--- src/rtl/dl_router_pkg.sv ---
// Shared types and constants for the download router.
package dl_router_pkg;

  localparam int unsigned ADDR_W    = 25;
  localparam int unsigned DATA_W    = 8;
  localparam int unsigned CNT_W     = 16;
  localparam int unsigned CSUM_W    = 16;
  localparam int unsigned MAX_PORTS = 4;

  localparam logic [7:0] INDEX_ROM = 8'd0;

  typedef enum logic {
    IDLE     = 1'b0,
    WAIT_ACK = 1'b1
  } state_t;

  typedef struct packed {
    logic [ADDR_W-1:0] addr;
    logic [DATA_W-1:0] data;
  } wr_beat_t;

endpackage

--- src/rtl/dl_reset_gen.sv ---
// Core reset stretcher: holds core_reset until the ROM is loaded and RESET_HOLD
// quiet cycles have elapsed since the last reset request.
module dl_reset_gen
  import dl_router_pkg::*;
#(
  parameter logic [CNT_W-1:0] RESET_HOLD = 16'hFFFF
) (
  input  logic clk_sys,
  input  logic reset_n,
  input  logic ext_reset,
  input  logic rom_loaded,
  output logic core_reset
);

  logic [CNT_W-1:0] count;

  // A pending request reloads the counter even when it is about to expire.
  always_ff @(posedge clk_sys or negedge reset_n) begin
    if (!reset_n) begin
      count      <= RESET_HOLD;
      core_reset <= 1'b1;
    end else begin
      if (ext_reset || !rom_loaded) begin
        count <= RESET_HOLD;
      end else if (count != '0) begin
        count <= count - CNT_W'(1);
      end
      core_reset <= (count != '0);
    end
  end

endmodule

--- src/rtl/dl_router.sv ---
// Download router: steers ioctl ROM bytes to toggle-handshake SDRAM write ports,
// captures DIP bytes and drives the core reset. DL_ROUTER_CHECKSUM_EN adds a checksum output.
module dl_router
  import dl_router_pkg::*;
#(
  parameter int unsigned                 NUM_PORTS   = 2,
  parameter logic [NUM_PORTS*ADDR_W-1:0] REGION_BASE = {25'h10000, 25'h0},
  parameter int unsigned                 DIP_BYTES   = 8,
  parameter logic [7:0]                  DIP_INDEX   = 8'd254,
  parameter logic [CNT_W-1:0]            RESET_HOLD  = 16'hFFFF
) (
  input  logic                   clk_sys,
  input  logic                   reset_n,
  input  logic                   ioctl_download,
  input  logic                   ioctl_wr,
  input  logic [ADDR_W-1:0]      ioctl_addr,
  input  logic [DATA_W-1:0]      ioctl_dout,
  input  logic [7:0]             ioctl_index,
  input  logic                   ext_reset,
  output logic [NUM_PORTS-1:0]   port_req,
  input  logic [NUM_PORTS-1:0]   port_ack,
  output logic [ADDR_W-1:0]      port_addr,
  output logic [DATA_W-1:0]      port_data,
  output logic                   busy,
  output logic                   overrun,
  output logic                   rom_loaded,
  output logic                   core_reset,
`ifdef DL_ROUTER_CHECKSUM_EN
  output logic [DIP_BYTES*8-1:0] dip_sw,
  output logic [CSUM_W-1:0]      checksum
`else
  output logic [DIP_BYTES*8-1:0] dip_sw
`endif
);

  if (NUM_PORTS == 0 || NUM_PORTS > MAX_PORTS) begin : g_bad_ports
    $error("dl_router: NUM_PORTS out of range");
  end

  state_t                 state, state_d;
  logic                   wr_q, dl_q;
  logic                   strobe, dl_rise, dl_fall;
  logic [NUM_PORTS-1:0]   sel, sel_d, req_d, hit_mask;
  logic                   hit, ack_done;
  logic [ADDR_W-1:0]      offset;
  wr_beat_t               beat, beat_d;
  logic                   busy_d, overrun_d, rom_loaded_d, rom_pend, rom_pend_d;
  logic [DIP_BYTES*8-1:0] dip_d;
`ifdef DL_ROUTER_CHECKSUM_EN
  logic [CSUM_W-1:0]      csum_d;
`endif

  assign strobe    = ioctl_wr & ~wr_q;
  assign dl_rise   = ioctl_download & ~dl_q;
  assign dl_fall   = ~ioctl_download & dl_q;
  assign ack_done  = ((port_ack ^ port_req) & sel) == '0;
  assign port_addr = beat.addr;
  assign port_data = beat.data;

  // Region decode: the last (highest) base not above the address wins.
  always_comb begin
    hit      = 1'b0;
    hit_mask = '0;
    offset   = '0;
    for (int unsigned i = 0; i < NUM_PORTS; i++) begin
      if (ioctl_addr >= REGION_BASE[i*ADDR_W +: ADDR_W]) begin
        hit      = 1'b1;
        hit_mask = NUM_PORTS'(1) << i;
        offset   = ioctl_addr - REGION_BASE[i*ADDR_W +: ADDR_W];
      end
    end
  end

  always_comb begin
    state_d      = state;
    req_d        = port_req;
    sel_d        = sel;
    beat_d       = beat;
    busy_d       = busy;
    overrun_d    = overrun;
    rom_loaded_d = rom_loaded;
    rom_pend_d   = rom_pend;
    dip_d        = dip_sw;
`ifdef DL_ROUTER_CHECKSUM_EN
    csum_d       = checksum;
    if (dl_rise) csum_d = '0;
`endif
    if (dl_rise) overrun_d = 1'b0;

    unique case (state)
      IDLE: begin
        if (dl_fall && ioctl_index == INDEX_ROM) rom_loaded_d = 1'b1;
        if (strobe && ioctl_download) begin
          if (ioctl_index == INDEX_ROM && hit) begin
            state_d     = WAIT_ACK;
            sel_d       = hit_mask;
            req_d       = port_req ^ hit_mask;
            beat_d.addr = offset;
            beat_d.data = ioctl_dout;
            busy_d      = 1'b1;
`ifdef DL_ROUTER_CHECKSUM_EN
            csum_d      = csum_d + CSUM_W'(ioctl_dout);
`endif
          end else if (ioctl_index == DIP_INDEX && ioctl_addr < ADDR_W'(DIP_BYTES)) begin
            for (int unsigned k = 0; k < DIP_BYTES; k++) begin
              if (ioctl_addr[2:0] == 3'(k)) dip_d[k*8 +: 8] = ioctl_dout;
            end
          end
        end
      end
      WAIT_ACK: begin
        // A ROM download ending mid-request is only reported once the last byte lands.
        if (dl_fall && ioctl_index == INDEX_ROM) rom_pend_d = 1'b1;
        if (strobe && ioctl_download) overrun_d = 1'b1;
        if (ack_done) begin
          state_d = IDLE;
          busy_d  = 1'b0;
          if (rom_pend_d) begin
            rom_loaded_d = 1'b1;
            rom_pend_d   = 1'b0;
          end
        end
      end
      default: state_d = IDLE;
    endcase
  end

  always_ff @(posedge clk_sys or negedge reset_n) begin
    if (!reset_n) begin
      state      <= IDLE;
      wr_q       <= 1'b0;
      dl_q       <= 1'b0;
      port_req   <= '0;
      sel        <= '0;
      beat       <= '0;
      busy       <= 1'b0;
      overrun    <= 1'b0;
      rom_loaded <= 1'b0;
      rom_pend   <= 1'b0;
      dip_sw     <= '0;
`ifdef DL_ROUTER_CHECKSUM_EN
      checksum   <= '0;
`endif
    end else begin
      state      <= state_d;
      wr_q       <= ioctl_wr;
      dl_q       <= ioctl_download;
      port_req   <= req_d;
      sel        <= sel_d;
      beat       <= beat_d;
      busy       <= busy_d;
      overrun    <= overrun_d;
      rom_loaded <= rom_loaded_d;
      rom_pend   <= rom_pend_d;
      dip_sw     <= dip_d;
`ifdef DL_ROUTER_CHECKSUM_EN
      checksum   <= csum_d;
`endif
    end
  end

  dl_reset_gen #(
    .RESET_HOLD (RESET_HOLD)
  ) u_reset_gen (
    .clk_sys    (clk_sys),
    .reset_n    (reset_n),
    .ext_reset  (ext_reset),
    .rom_loaded (rom_loaded),
    .core_reset (core_reset)
  );

endmodule

--- config.mk ---
export PLATFORM = sky130hd
export DESIGN_NAME = dl_router
export DESIGN_NICKNAME = d
export VERILOG_FILES = /design/src/rtl/dl_router_pkg.sv /design/src/rtl/dl_reset_gen.sv /design/src/rtl/dl_router.sv
export SDC_FILE = /design/constraint.sdc
export NUM_CORES = 1
export LEC_CHECK = 0
export CAP_MARGIN = 5
export CORE_MARGIN = 2
export CORE_UTILIZATION = 43
export CTS_CLUSTER_SIZE = 12
export DETAILED_ROUTE_END_ITERATION = 6
export GPL_TIMING_DRIVEN = 0
export PLACE_DENSITY_LB_ADDON = 0.25
export SYNTH_ARGS = -nofsm -noshare
export SYNTH_HDL_FRONTEND = slang
export SYNTH_SLANG_ARGS = --single-unit
export TNS_END_PERCENT = 50
--- constraint.sdc ---
create_clock -name clk_sys -period 3.1 [get_ports clk_sys]
set_clock_uncertainty 0.05 [all_clocks]
set_input_delay 0.62 -clock clk_sys [delete_from_list [all_inputs] [get_ports clk_sys]]
set_output_delay 0.62 -clock clk_sys [all_outputs]
set_load 0.03 [all_outputs]
==> run_results.csv <==
group,metric,value,unit
run_status,status,"completed",
clocking,clk_latency,0.41,ns
sta,period_needed,2.803,ns
clocking,cts_max_level,4,
clocking,clk_pin_slew,0.05,ns
pwr,comb_power_share,4.9,%
route,vias,4099,
logic_synthesis,synth.distinct_cells,45,
critical_path,setup.worst_path.class,"input port to flop",
pwr,p_switching,827.1,uW
place,numPortBuffers,150,
pwr,total_power,3.984,mW
critical_path,endpoint_kind,"flop",
critical_path,cp.arrival,3.05,ns
sta,whs,0.1082,ns
clocking,clockBufferDepth,2,
job,drv_cap,0,
pwr,p_clk_share,53.7,%
place,placed_cells,725,
sta,drv_slew,0,
cells_and_area,layout.nets,629,
route,wl,14400,um
sta,setup_tns,0,ns
floorplanning,dieArea,13370,um^2
clocking,numCtsBuffers,17,
pwr,p_per_area,512.6,nW/um^2
floorplanning,ioPinCount,151,
global_route,grt_pass1_wl,22560,um
logic_synthesis,synth_seq_area_share,58.75,%
route,drt_iter0_drc,177,
logic_synthesis,avgSynthCellArea,13.20,um^2
route,vias_per_cell,5.401,
pwr,p_sw_share,20.76,%
global_route,grt_usage,22.36,%
global_route,grt_max_degree,70,
cells_and_area,final_cells,759,
sta,max_freq,356.8,MHz
pwr,p_int,3.156,mW
logic_synthesis,synth_async_sr_flop_share,100.0,%
critical_path,critPathRequiredTime,3.35,ns
sta,grt_setup_unrepaired,"false",
place,post-dp-hpwl,10000,um
global_route,overflow,0,
logic_synthesis,netlist_instances,406,
sta,finalSetupViolCount,0,
critical_path,path_max_fanout,10,
cells_and_area,fillers,955,
logic_synthesis,syn_nets,457,
cells_and_area,areaGrowthSynthToFinish,44.98,%
floorplanning,design.core.area,12110,um^2
logic_synthesis,syn-cell-area,5360,um^2
sta,hold_violations,0,
sta,period_share,90.42,%
pwr,leakage,3.556,nW
worst_hold_path,hp-class,"input port to async pin",
logic_synthesis,ys_ff_latch,125,
pwr,pwr-share-seq,41.4,%
critical_path,start_kind,"input port",
sta,slew_headroom,36.89,%
floorplanning,die_h,115.7,um
sta,worst_pin_slew,0.9467,ns
global_route,antenna_found_initial,0,
pwr,ir_worst_vdd,0.3698,mV
logic_synthesis,synthFlopType,"dfrtp_1",
route,dr.pass1.iters,5,
clocking,cts_root_buf,"clkbuf_16",
floorplanning,die_x,115.7,um
global_route,grt_pass1_vias,4426,
route,postRouteAntennaNets,0,
clocking,clock-sinks,125,
route,drc,0,
floorplanning,start_util,44.26,%
place,place_congestion,0.8134,
clocking,cts_tree,"yes",
cells_and_area,drive_gt1_share,26.40,%
floorplanning,num_rows,40,
cells_and_area,antennaDiodeCount,0,
route,wl_per_cell,18.97,um
logic_synthesis,yosysWarnings,0,
logic_synthesis,synth_edf_count,0,
==> stage by stage <==
step / worst slack (ns) / cell area, um^2 / util [%]
finish: 0.2969 / 7771 / 64.16
global route: 0.06762 / 7771 / 64.16
CTS: 0.04130 / 7764 / 64.10
detailed placement: -0.6267 / 7101 / 58.63
global placement: -3.407 / 7072 / 58.39
floorplan: 0.3777 / 5360 / -
==> synthesized netlist by cell type (3+ instances only) <==
| cell type | number | area (um^2) |
|---|---|---|
| nor4_1 | 14 | 87.58 |
| a21oi_1 | 9 | 45.04 |
| o31ai_1 | 4 | 30.03 |
| nor2b_1 | 4 | 25.02 |
| nand2_1 | 17 | 63.81 |
| a31oi_1 | 5 | 31.28 |
| or3_1 | 4 | 25.02 |
| nor3_1 | 7 | 35.03 |
| ha_1 | 3 | 37.54 |
| xnor2_1 | 7 | 61.31 |
| and3_1 | 4 | 25.02 |
| nand3b_1 | 3 | 22.52 |
| buf_1 | 3 | 11.26 |
| o21ai_0 | 20 | 100.1 |
| and4_1 | 3 | 26.28 |
| or4_1 | 6 | 45.04 |
| nor4b_1 | 3 | 26.28 |
| nor2_1 | 6 | 22.52 |
| dfrtp_1 | 108 | 2703 |
| inv_1 | 12 | 45.04 |
| nand2b_1 | 7 | 43.79 |
| mux2_2 | 89 | 1002 |
| nand4_2 | 8 | 100.1 |
| nand3_1 | 8 | 40.04 |
| xor2_1 | 3 | 26.28 |
| and2_1 | 4 | 25.02 |
| dfstp_2 | 17 | 446.7 |
| clkbuf_1 | 7 | 26.28 |
| nand4_1 | 3 | 18.77 |
==> placed cells by master, fill, tap and decap left out, drive strengths merged, types with 2 or more instances in the layout <==
cell           count
bufinv             4
clkinv             4
o21ai             20
nand3              8
or3                4
mux2              89
nand2b             7
clkinvlp           3
or4                6
and3               4
nor2b              4
a2111oi            2
nand3b             3
nor4b              3
a21oi              9
or2                2
clkbuf            30
ha                 3
nand4             11
buf                5
nor2               6
a31oi              5
nor4              15
nand2             17
clkdlybuf4s50    149
dfstp             17
o31ai              4
nor3               7
xnor2              7
and4               3
xor2               3
dfrtp            108
inv               12
and2               4
==> critical path: stages <==
cell and delay, ns:
clkdlybuf4s50_1 0.50, nor4_1 0.49, and3_1 0.34, clkbuf_2 0.30, nand4_2 0.38, mux2_2 0.41
==> state kept, by name, indices dropped and copies added (netlist names), 2 cells and up <==
register / count
dip_sw: 64
port_addr: 25
u_reset_gen.count: 16
port_data: 8
port_req: 2
sel: 2
==> power groups by stage <==
stage          Clock (mW)  Sequential (mW)  Combinational (mW)
6_report             2.14             1.65               0.196
5_1_grt              2.24             1.65               0.215
4_1_cts              2.17             1.65               0.200
3_5_place_dp            0             1.68               0.198
3_3_place_gp            0             1.68               0.189
2_1_floorplan           0             1.69              0.0355
==> final cells by class <==
type	instances	area [um^2]	area share [%]
Inverter	12	45.04	0.5796
Clock inverter	11	162.7	2.093
Timing Repair Buffer	153	1555	20.01
Clock buffer	21	480.5	6.183
Sequential cell	125	3149	40.52
Multi-Input combinational cell	259	2128	27.39
Tap cell	168	210.2	2.705
Buffer	10	40.04	0.5152
==> repair_timing <==
| action | 4_1_cts | 5_1_grt |
|---|---|---|
| gates resized for setup | 0 | 3 |
| cloned | 0 | 0 |
| pin swaps | 1 | 0 |
| endpoints found under the setup margin | 64 | 64 |
| setup buffers | 1 | 0 |
| hold buffers | 0 | 0 |
==> cells by family (layout without fill, tap and decap cells) <==
logic type	count (synthesis)	after routing	synth area share (%)
buffers and inverters	22	207	1.541
flip-flops	125	125	58.75
AO/OA/AOI/OAI	48	48	5.393
AND/OR/NAND/NOR	108	108	13.09
XOR/XNOR	10	10	1.634
multiplexers	90	90	18.88
adder cells (fa/ha/maj)	3	3	0.7004
==> final timing paths <==
kind / start / end / slack, ns / depth (start not counted)
worst max-delay path: ioctl_addr[20] / dip_sw[9]$_DFFE_PN0P_ / 0.30 / 6
worst min-delay path: reset_n / dl_q$_DFF_PN0_ / 0.11 / 1
worst max register to register: state$_DFF_PN0_ / dip_sw[24]$_DFFE_PN0P_ / 0.58 / 5
worst min register to register: wr_q$_DFF_PN0_ / overrun$_DFF_PN0_ / 0.42 / 1
max in group asynchronous: reset_n / u_reset_gen.count[13]$_DFFE_PN1P_ / 2.13 / 2
min in group clk_sys: wr_q$_DFF_PN0_ / overrun$_DFF_PN0_ / 0.42 / 1
==> metal layers <==
layer  track usage, %  routed length (um)  part of all wire, %
met5                0                   0                    0
met3            8.944                1147                  8.0
met4            11.35                 431                  3.0
met1            26.76                6006                   42
met2            35.13                6810                   47
(Power assumes the default switching activity.)
